### src/rtl/lsu_mem_arbiter.sv
// Shares one req/gnt/rvalid data-memory port between NUM_REQ requesters, routing responses in order via a tag FIFO.
// Define LSU_MEM_ARB_FIXED_PRIO_EN for fixed priority (lowest index wins); default is round-robin.
module lsu_mem_arbiter #(
  parameter int NUM_REQ         = 2,
  parameter int OUTSTANDING_MAX = 8
) (
  input  logic                    clk,
  input  logic                    rst,
  input  logic [NUM_REQ-1:0]      req_i,
  input  logic [32*NUM_REQ-1:0]   addr_i,
  input  logic [NUM_REQ-1:0]      we_i,
  input  logic [4*NUM_REQ-1:0]    be_i,
  input  logic [32*NUM_REQ-1:0]   wdata_i,
  output logic [NUM_REQ-1:0]      gnt_o,
  output logic [NUM_REQ-1:0]      rvalid_o,
  output logic [31:0]             rdata_o,
  output logic                    mem_req_o,
  output logic [31:0]             mem_addr_o,
  output logic                    mem_we_o,
  output logic [3:0]              mem_be_o,
  output logic [31:0]             mem_wdata_o,
  input  logic                    mem_gnt_i,
  input  logic                    mem_rvalid_i,
  input  logic [31:0]             mem_rdata_i,
  output logic                    err_o
);

  localparam int IDX_W = (NUM_REQ > 1) ? $clog2(NUM_REQ) : 1;
  localparam int PTR_W = $clog2(OUTSTANDING_MAX);
  localparam int CNT_W = $clog2(OUTSTANDING_MAX + 1);

  typedef enum logic {IDLE, LOCKED} state_t;

  state_t             state_q, state_d;
  logic [IDX_W-1:0]   sel_q;
  logic [IDX_W-1:0]   arb_sel;
  logic [IDX_W-1:0]   sel;
  logic               req_int;
  logic               lock_drop;
  logic               push, pop;
  logic               empty, full;
  logic               err_q, err_set;
  logic [PTR_W-1:0]   wptr_q, rptr_q;
  logic [CNT_W-1:0]   count_q;
  logic [IDX_W-1:0]   tag_mem [OUTSTANDING_MAX];
  logic [IDX_W-1:0]   head;
  logic [31:0]        addr_mux, wdata_mux;
  logic               we_mux;
  logic [3:0]         be_mux;

`ifdef LSU_MEM_ARB_FIXED_PRIO_EN
  function automatic logic [IDX_W-1:0] pick_winner(input logic [NUM_REQ-1:0] req);
    logic [IDX_W-1:0] pick;
    logic             found;
    pick  = '0;
    found = 1'b0;
    for (int i = 0; i < NUM_REQ; i++) begin
      if (!found && req[i]) begin
        found = 1'b1;
        pick  = IDX_W'(i);
      end
    end
    return pick;
  endfunction

  assign arb_sel = pick_winner(req_i);
`else
  logic [IDX_W-1:0] rr_ptr_q;

  // Scan starts at the pointer and wraps; first active requester wins.
  function automatic logic [IDX_W-1:0] pick_winner(input logic [NUM_REQ-1:0] req,
                                                   input logic [IDX_W-1:0]   ptr);
    logic [IDX_W-1:0] pick;
    logic [IDX_W-1:0] k;
    logic             found;
    pick  = '0;
    found = 1'b0;
    for (int i = 0; i < NUM_REQ; i++) begin
      k = IDX_W'((int'(ptr) + i) % NUM_REQ);
      if (!found && req[k]) begin
        found = 1'b1;
        pick  = k;
      end
    end
    return pick;
  endfunction

  assign arb_sel = pick_winner(req_i, rr_ptr_q);

  always_ff @(posedge clk) begin
    if (rst) begin
      rr_ptr_q <= '0;
    end else if (push) begin
      rr_ptr_q <= (sel == IDX_W'(NUM_REQ - 1)) ? '0 : sel + 1'b1;
    end
  end
`endif

  assign empty = (count_q == '0);
  assign full  = (count_q == CNT_W'(OUTSTANDING_MAX));
  assign sel   = (state_q == LOCKED) ? sel_q : arb_sel;
  assign head  = tag_mem[rptr_q];

  always_comb begin
    state_d   = state_q;
    lock_drop = 1'b0;
    req_int   = 1'b0;
    case (state_q)
      IDLE: begin
        req_int = (|req_i) && !full;
        if (req_int && !mem_gnt_i) state_d = LOCKED;
      end
      LOCKED: begin
        req_int = req_i[sel_q];
        if (!req_i[sel_q]) begin
          state_d   = IDLE;
          lock_drop = 1'b1;
        end else if (mem_gnt_i) begin
          state_d = IDLE;
        end
      end
      default: state_d = IDLE;
    endcase
  end

  always_comb begin
    addr_mux  = '0;
    we_mux    = 1'b0;
    be_mux    = '0;
    wdata_mux = '0;
    for (int k = 0; k < NUM_REQ; k++) begin
      if (sel == IDX_W'(k)) begin
        addr_mux  = addr_i[32*k +: 32];
        we_mux    = we_i[k];
        be_mux    = be_i[4*k +: 4];
        wdata_mux = wdata_i[32*k +: 32];
      end
    end
  end

  assign mem_req_o   = req_int & ~rst;
  assign mem_addr_o  = rst ? '0 : addr_mux;
  assign mem_we_o    = rst ? 1'b0 : we_mux;
  assign mem_be_o    = rst ? '0 : be_mux;
  assign mem_wdata_o = rst ? '0 : wdata_mux;
  assign rdata_o     = rst ? '0 : mem_rdata_i;
  assign err_o       = err_q & ~rst;

  assign push    = mem_req_o & mem_gnt_i;
  assign pop     = mem_rvalid_i & ~empty & ~rst;
  assign err_set = lock_drop | (mem_gnt_i & ~req_int) | (mem_rvalid_i & empty);

  always_comb begin
    gnt_o    = '0;
    rvalid_o = '0;
    if (push) gnt_o[sel]     = 1'b1;
    if (pop)  rvalid_o[head] = 1'b1;
  end

  always_ff @(posedge clk) begin
    if (rst) begin
      state_q <= IDLE;
      err_q   <= 1'b0;
    end else begin
      state_q <= state_d;
      if (err_set) err_q <= 1'b1;
    end
  end

  // Held selection only matters once LOCKED, so it carries no reset.
  always_ff @(posedge clk) begin
    if (state_q == IDLE) sel_q <= arb_sel;
  end

  always_ff @(posedge clk) begin
    if (rst) begin
      wptr_q  <= '0;
      rptr_q  <= '0;
      count_q <= '0;
    end else begin
      if (push) wptr_q <= wptr_q + 1'b1;
      if (pop)  rptr_q <= rptr_q + 1'b1;
      case ({push, pop})
        2'b10:   count_q <= count_q + 1'b1;
        2'b01:   count_q <= count_q - 1'b1;
        default: count_q <= count_q;
      endcase
    end
  end

  always_ff @(posedge clk) begin
    if (push) tag_mem[wptr_q] <= sel;
  end

endmodule
### config.mk
export PLATFORM = sky130hd
export DESIGN_NAME = lsu_mem_arbiter
export DESIGN_NICKNAME = d
export VERILOG_FILES = /design/src/rtl/lsu_mem_arbiter.sv
export SDC_FILE = /design/constraint.sdc
export NUM_CORES = 1
export LEC_CHECK = 0
export BUFFER_PORTS_ARGS = -buffer_cell sky130_fd_sc_hd__buf_2
export CAP_MARGIN = 20
export CELL_PAD_IN_SITES_DETAIL_PLACEMENT = 1
export CELL_PAD_IN_SITES_GLOBAL_PLACEMENT = 1
export CORE_UTILIZATION = 18
export DETAILED_ROUTE_END_ITERATION = 10
export PLACE_DENSITY = 0.89
export SETUP_SLACK_MARGIN = 0.15
export SLEW_MARGIN = 30
export SYNTH_ARGS = -nofsm -noshare
export SYNTH_HDL_FRONTEND = slang
export SYNTH_SLANG_ARGS = --single-unit
export TNS_END_PERCENT = 10
### constraint.sdc
create_clock -name clk -period 2.6 [get_ports clk]
set_input_delay 0.52 -clock clk [delete_from_list [all_inputs] [get_ports clk]]
set_output_delay 0.52 -clock clk [all_outputs]
set_load 0.05 [all_outputs]
==> impl_metrics.xml <==
<?xml version="1.0" encoding="UTF-8"?>
<metrics>
  <group name="final_layout">
    <metric name="layout.filler_cells" unit="">1776</metric>
    <metric name="nNetsFinal" unit="">832</metric>
    <metric name="stdcell_area" unit="mm2">0.00444</metric>
    <metric name="layout_commonest_cell" unit="">sky130_fd_sc_hd__buf_2</metric>
    <metric name="diodes" unit="">0</metric>
    <metric name="seqCellArea" unit="um2">586</metric>
    <metric name="area_of_the_multi_input_gates" unit="mm2">0.00179</metric>
    <metric name="layout_common_cells" unit="">sky130_fd_sc_hd__buf_2 (250), sky130_fd_sc_hd__nand2_1 (141), sky130_fd_sc_hd__a21oi_1 (65)</metric>
    <metric name="area_growth" unit="%">81.1</metric>
    <metric name="layout-drive-gt1-share" unit="%">51.4</metric>
    <metric name="final-instance-count-excl-fill" unit="">826</metric>
  </group>
  <group name="grt">
    <metric name="grt_antenna_before_repair" unit="">0</metric>
    <metric name="grt_pass1_wl" unit="um">18500</metric>
    <metric name="first_global_vias" unit="">3632</metric>
    <metric name="pin_count_of_the_biggest_net_entering_global_routing" unit="">106</metric>
    <metric name="global_route.overflow_total" unit="">0</metric>
    <metric name="grt_use_total" unit="%">16.2</metric>
  </group>
  <group name="drt">
    <metric name="detailroute.via_count" unit="">3678</metric>
    <metric name="drt-total-wl" unit="um">12400</metric>
    <metric name="avgViaCountPerCell" unit="">4.45</metric>
    <metric name="drt.antenna.violating_nets" unit="">0</metric>
    <metric name="drt-initial-drc-count" unit="">124</metric>
    <metric name="wl_cell" unit="um">15.1</metric>
    <metric name="first_pass_iters" unit="">4</metric>
    <metric name="drc_errors" unit="">0</metric>
  </group>
  <group name="floorplanning">
    <metric name="placeableCoreArea" unit="mm2">0.0132</metric>
    <metric name="start_util" unit="%">18.5</metric>
    <metric name="chipWidth" unit="um">119</metric>
    <metric name="die_area" unit="mm2">0.0141</metric>
    <metric name="die_h" unit="um">119</metric>
    <metric name="ioPinCount" unit="">283</metric>
    <metric name="floorplan.rows" unit="">42</metric>
  </group>
  <group name="timing">
    <metric name="finalWorstPathRequiredPeriod" unit="ps">2440</metric>
    <metric name="slew_viol_final" unit="">0</metric>
    <metric name="finalHoldViolCount" unit="">0</metric>
    <metric name="totalNegativeSetupSlack" unit="ps">0</metric>
    <metric name="max_slew.worst_pin.slew" unit="ps">508</metric>
    <metric name="peak_freq" unit="MHz">409</metric>
    <metric name="final.period_utilization" unit="%">94.0</metric>
    <metric name="clock-skew-final" unit="ps">1.75</metric>
    <metric name="finalSetupViolCount" unit="">0</metric>
    <metric name="grt_setup_unrepaired" unit="">yes</metric>
    <metric name="relSlewSlack" unit="%">66.1</metric>
  </group>
  <group name="clock_network">
    <metric name="cts.hold.buffers_added" unit="">0</metric>
    <metric name="clock_insertion_delay_worst_skew" unit="ps">260</metric>
    <metric name="cts.root.buffer_cell" unit="">sky130_fd_sc_hd__clkbuf_16</metric>
    <metric name="htree_num_levels" unit="">1</metric>
    <metric name="cts_buffer_depth" unit="">2</metric>
    <metric name="worst_setup_hold_path_clk_slew" unit="ps">70</metric>
    <metric name="tritoncts" unit="">built</metric>
    <metric name="clock_sinks" unit="">25</metric>
    <metric name="number_of_buffers_created_by_cts" unit="">3</metric>
  </group>
  <group name="synth">
    <metric name="yosys_most_used_dff" unit="">sky130_fd_sc_hd__dfxtp_1</metric>
    <metric name="mappedNetlistNets" unit="">561</metric>
    <metric name="avg_inst_size_synth" unit="um2">6.45</metric>
    <metric name="cell_accounting_for_the_most_synthesized_area" unit="">sky130_fd_sc_hd__nand2_1</metric>
    <metric name="synth_area_leaders" unit="">sky130_fd_sc_hd__nand2_1 (22%), sky130_fd_sc_hd__a21oi_1 (15%), sky130_fd_sc_hd__dfxtp_1 (14%), sky130_fd_sc_hd__edfxtp_1 (9.8%), sky130_fd_sc_hd__nor2b_1 (9.7%)</metric>
    <metric name="post_synth_instance_area" unit="mm2">0.00245</metric>
    <metric name="ys_warn_count" unit="">0</metric>
    <metric name="synth-async-reset-ratio" unit="%">0</metric>
    <metric name="post_synth_num_cell_types" unit="">41</metric>
    <metric name="synth_top_area_share" unit="%">21.6</metric>
    <metric name="synth_enable_flop_cells" unit="">8</metric>
    <metric name="synth-seq-cells" unit="">25</metric>
    <metric name="synth_seq_area_share" unit="%">23.7</metric>
    <metric name="synth_cells" unit="">380</metric>
  </group>
  <group name="placed_design">
    <metric name="dp_cells" unit="">819</metric>
    <metric name="postPlaceCellArea" unit="mm2">0.00418</metric>
    <metric name="hpwl_after_detailed_placement" unit="um">9860</metric>
    <metric name="place_congestion" unit="">0.783</metric>
    <metric name="portBuffers" unit="">282</metric>
  </group>
  <group name="hold_path">
    <metric name="hold_depth" unit="">2</metric>
    <metric name="hp-start" unit="">rst</metric>
    <metric name="holdCritPathClass" unit="">in2reg</metric>
  </group>
  <group name="setup_path">
    <metric name="critical_path_arrival" unit="ps">1920</metric>
    <metric name="timing.critical_path.from_type" unit="">input pin</metric>
    <metric name="worstReg2RegStart" unit="">count_q[3]$_SDFFE_PP0P_</metric>
    <metric name="cell_count_of_the_worst_reg_to_reg_path" unit="">10</metric>
    <metric name="crit_path_end_kind" unit="">output port</metric>
    <metric name="timing.setup.critical_path_class" unit="">in2out</metric>
    <metric name="startpoint" unit="">req_i[0]</metric>
    <metric name="cp.required" unit="ps">2080</metric>
    <metric name="max_fo_critical_path" unit="">12</metric>
  </group>
  <group name="power">
    <metric name="finalPower" unit="mW">2.04</metric>
    <metric name="leakagePower" unit="nW">2.30</metric>
    <metric name="power.density_cell_area" unit="mW/mm2">460</metric>
    <metric name="vdd.ir_drop.worst" unit="uV">368</metric>
  </group>
  <group name="run_status">
    <metric name="run_status" unit="">finished, final reports clean</metric>
  </group>
  <group name="run">
    <metric name="timing.max_cap.violations" unit="">0</metric>
  </group>
</metrics>
cell usage after synthesis (2+ instances only):
master / instances
sky130_fd_sc_hd__nand2_1: 141
sky130_fd_sc_hd__nand3_1: 2
sky130_fd_sc_hd__buf_2: 9
sky130_fd_sc_hd__edfxtp_1: 8
sky130_fd_sc_hd__ha_1: 5
sky130_fd_sc_hd__mux4_2: 2
sky130_fd_sc_hd__o21ai_0: 3
sky130_fd_sc_hd__xor2_1: 4
sky130_fd_sc_hd__inv_1: 4
sky130_fd_sc_hd__nor3_2: 3
sky130_fd_sc_hd__nand2b_1: 6
sky130_fd_sc_hd__a21oi_1: 72
sky130_fd_sc_hd__nor2b_1: 38
sky130_fd_sc_hd__clkbuf_1: 21
sky130_fd_sc_hd__nor2_1: 15
sky130_fd_sc_hd__dfxtp_1: 17
sky130_fd_sc_hd__mux2i_1: 5
sky130_fd_sc_hd__nor4_1: 2
final cells by class:
type,count,share of cell area (%)
clock buffer,3,1.69
sequential,25,13.2
timing repair buffer,297,39.1
multi-input combinational,319,40.4
clock inverter,1,0.169
tap,176,4.96
inverter,5,0.536
metal layers:
metal / vias to the layer above / part of all wire (%) / global-route usage [%]
li1: 1787 / - / -
met5: - / 0 / 0
met1: 1721 / 39 / 18.5
met2: 156 / 52 / 31.4
met3: 14 / 6.6 / 2.22
met4: 0 / 1.8 / 3.72
through the flow:
step           hold WS (ps)  setup WS [ps]  utilization [%]
6_report                476            157             33.5
5_1_grt                 483           95.1             33.5
4_1_cts                 478            108             32.4
3_5_place_dp            486           3.77             31.6
3_3_place_gp            472           64.4             31.6
2_1_floorplan           453           -214                -
what timing repair did:
item                       CTS  global route
setup endpoints to repair   28            73
gates resized for setup     10            37
setup buffers                0             1
gates cloned                 0             2
pin swaps                    0             1
critical path, cell delays in order:
cell and delay [ps]:
sky130_fd_sc_hd__buf_2 110, sky130_fd_sc_hd__nor2b_1 120, sky130_fd_sc_hd__o31a_2 340, sky130_fd_sc_hd__inv_6 120
sky130_fd_sc_hd__buf_4 200, sky130_fd_sc_hd__nand2_1 90, sky130_fd_sc_hd__a21oi_1 150, sky130_fd_sc_hd__clkbuf_4 260
logic make-up after synthesis:
kind of cell	synth area share, %
compound gates	20.2
xor+xnor	1.79
fa+ha+maj	2.55
buf+inv	6.28
flops	23.7
mux	4.34
simple gates	41.1
final timing paths:
path                                                 to  slack, ps
worst min register to register    rr_ptr_q$_SDFFE_PP0P_        500
worst max-delay path                     mem_wdata_o[5]        160
worst min-delay path                 err_q$_SDFFE_PP0P_        480
worst max register to register  count_q[2]$_SDFFE_PP0P_        290
power by group:
part           switching, mW  internal, mW
clock network          0.146         0.209
logic                  0.813         0.405
registers             0.0359         0.430
No activity file was read; power rests on OpenSTA's default activity.
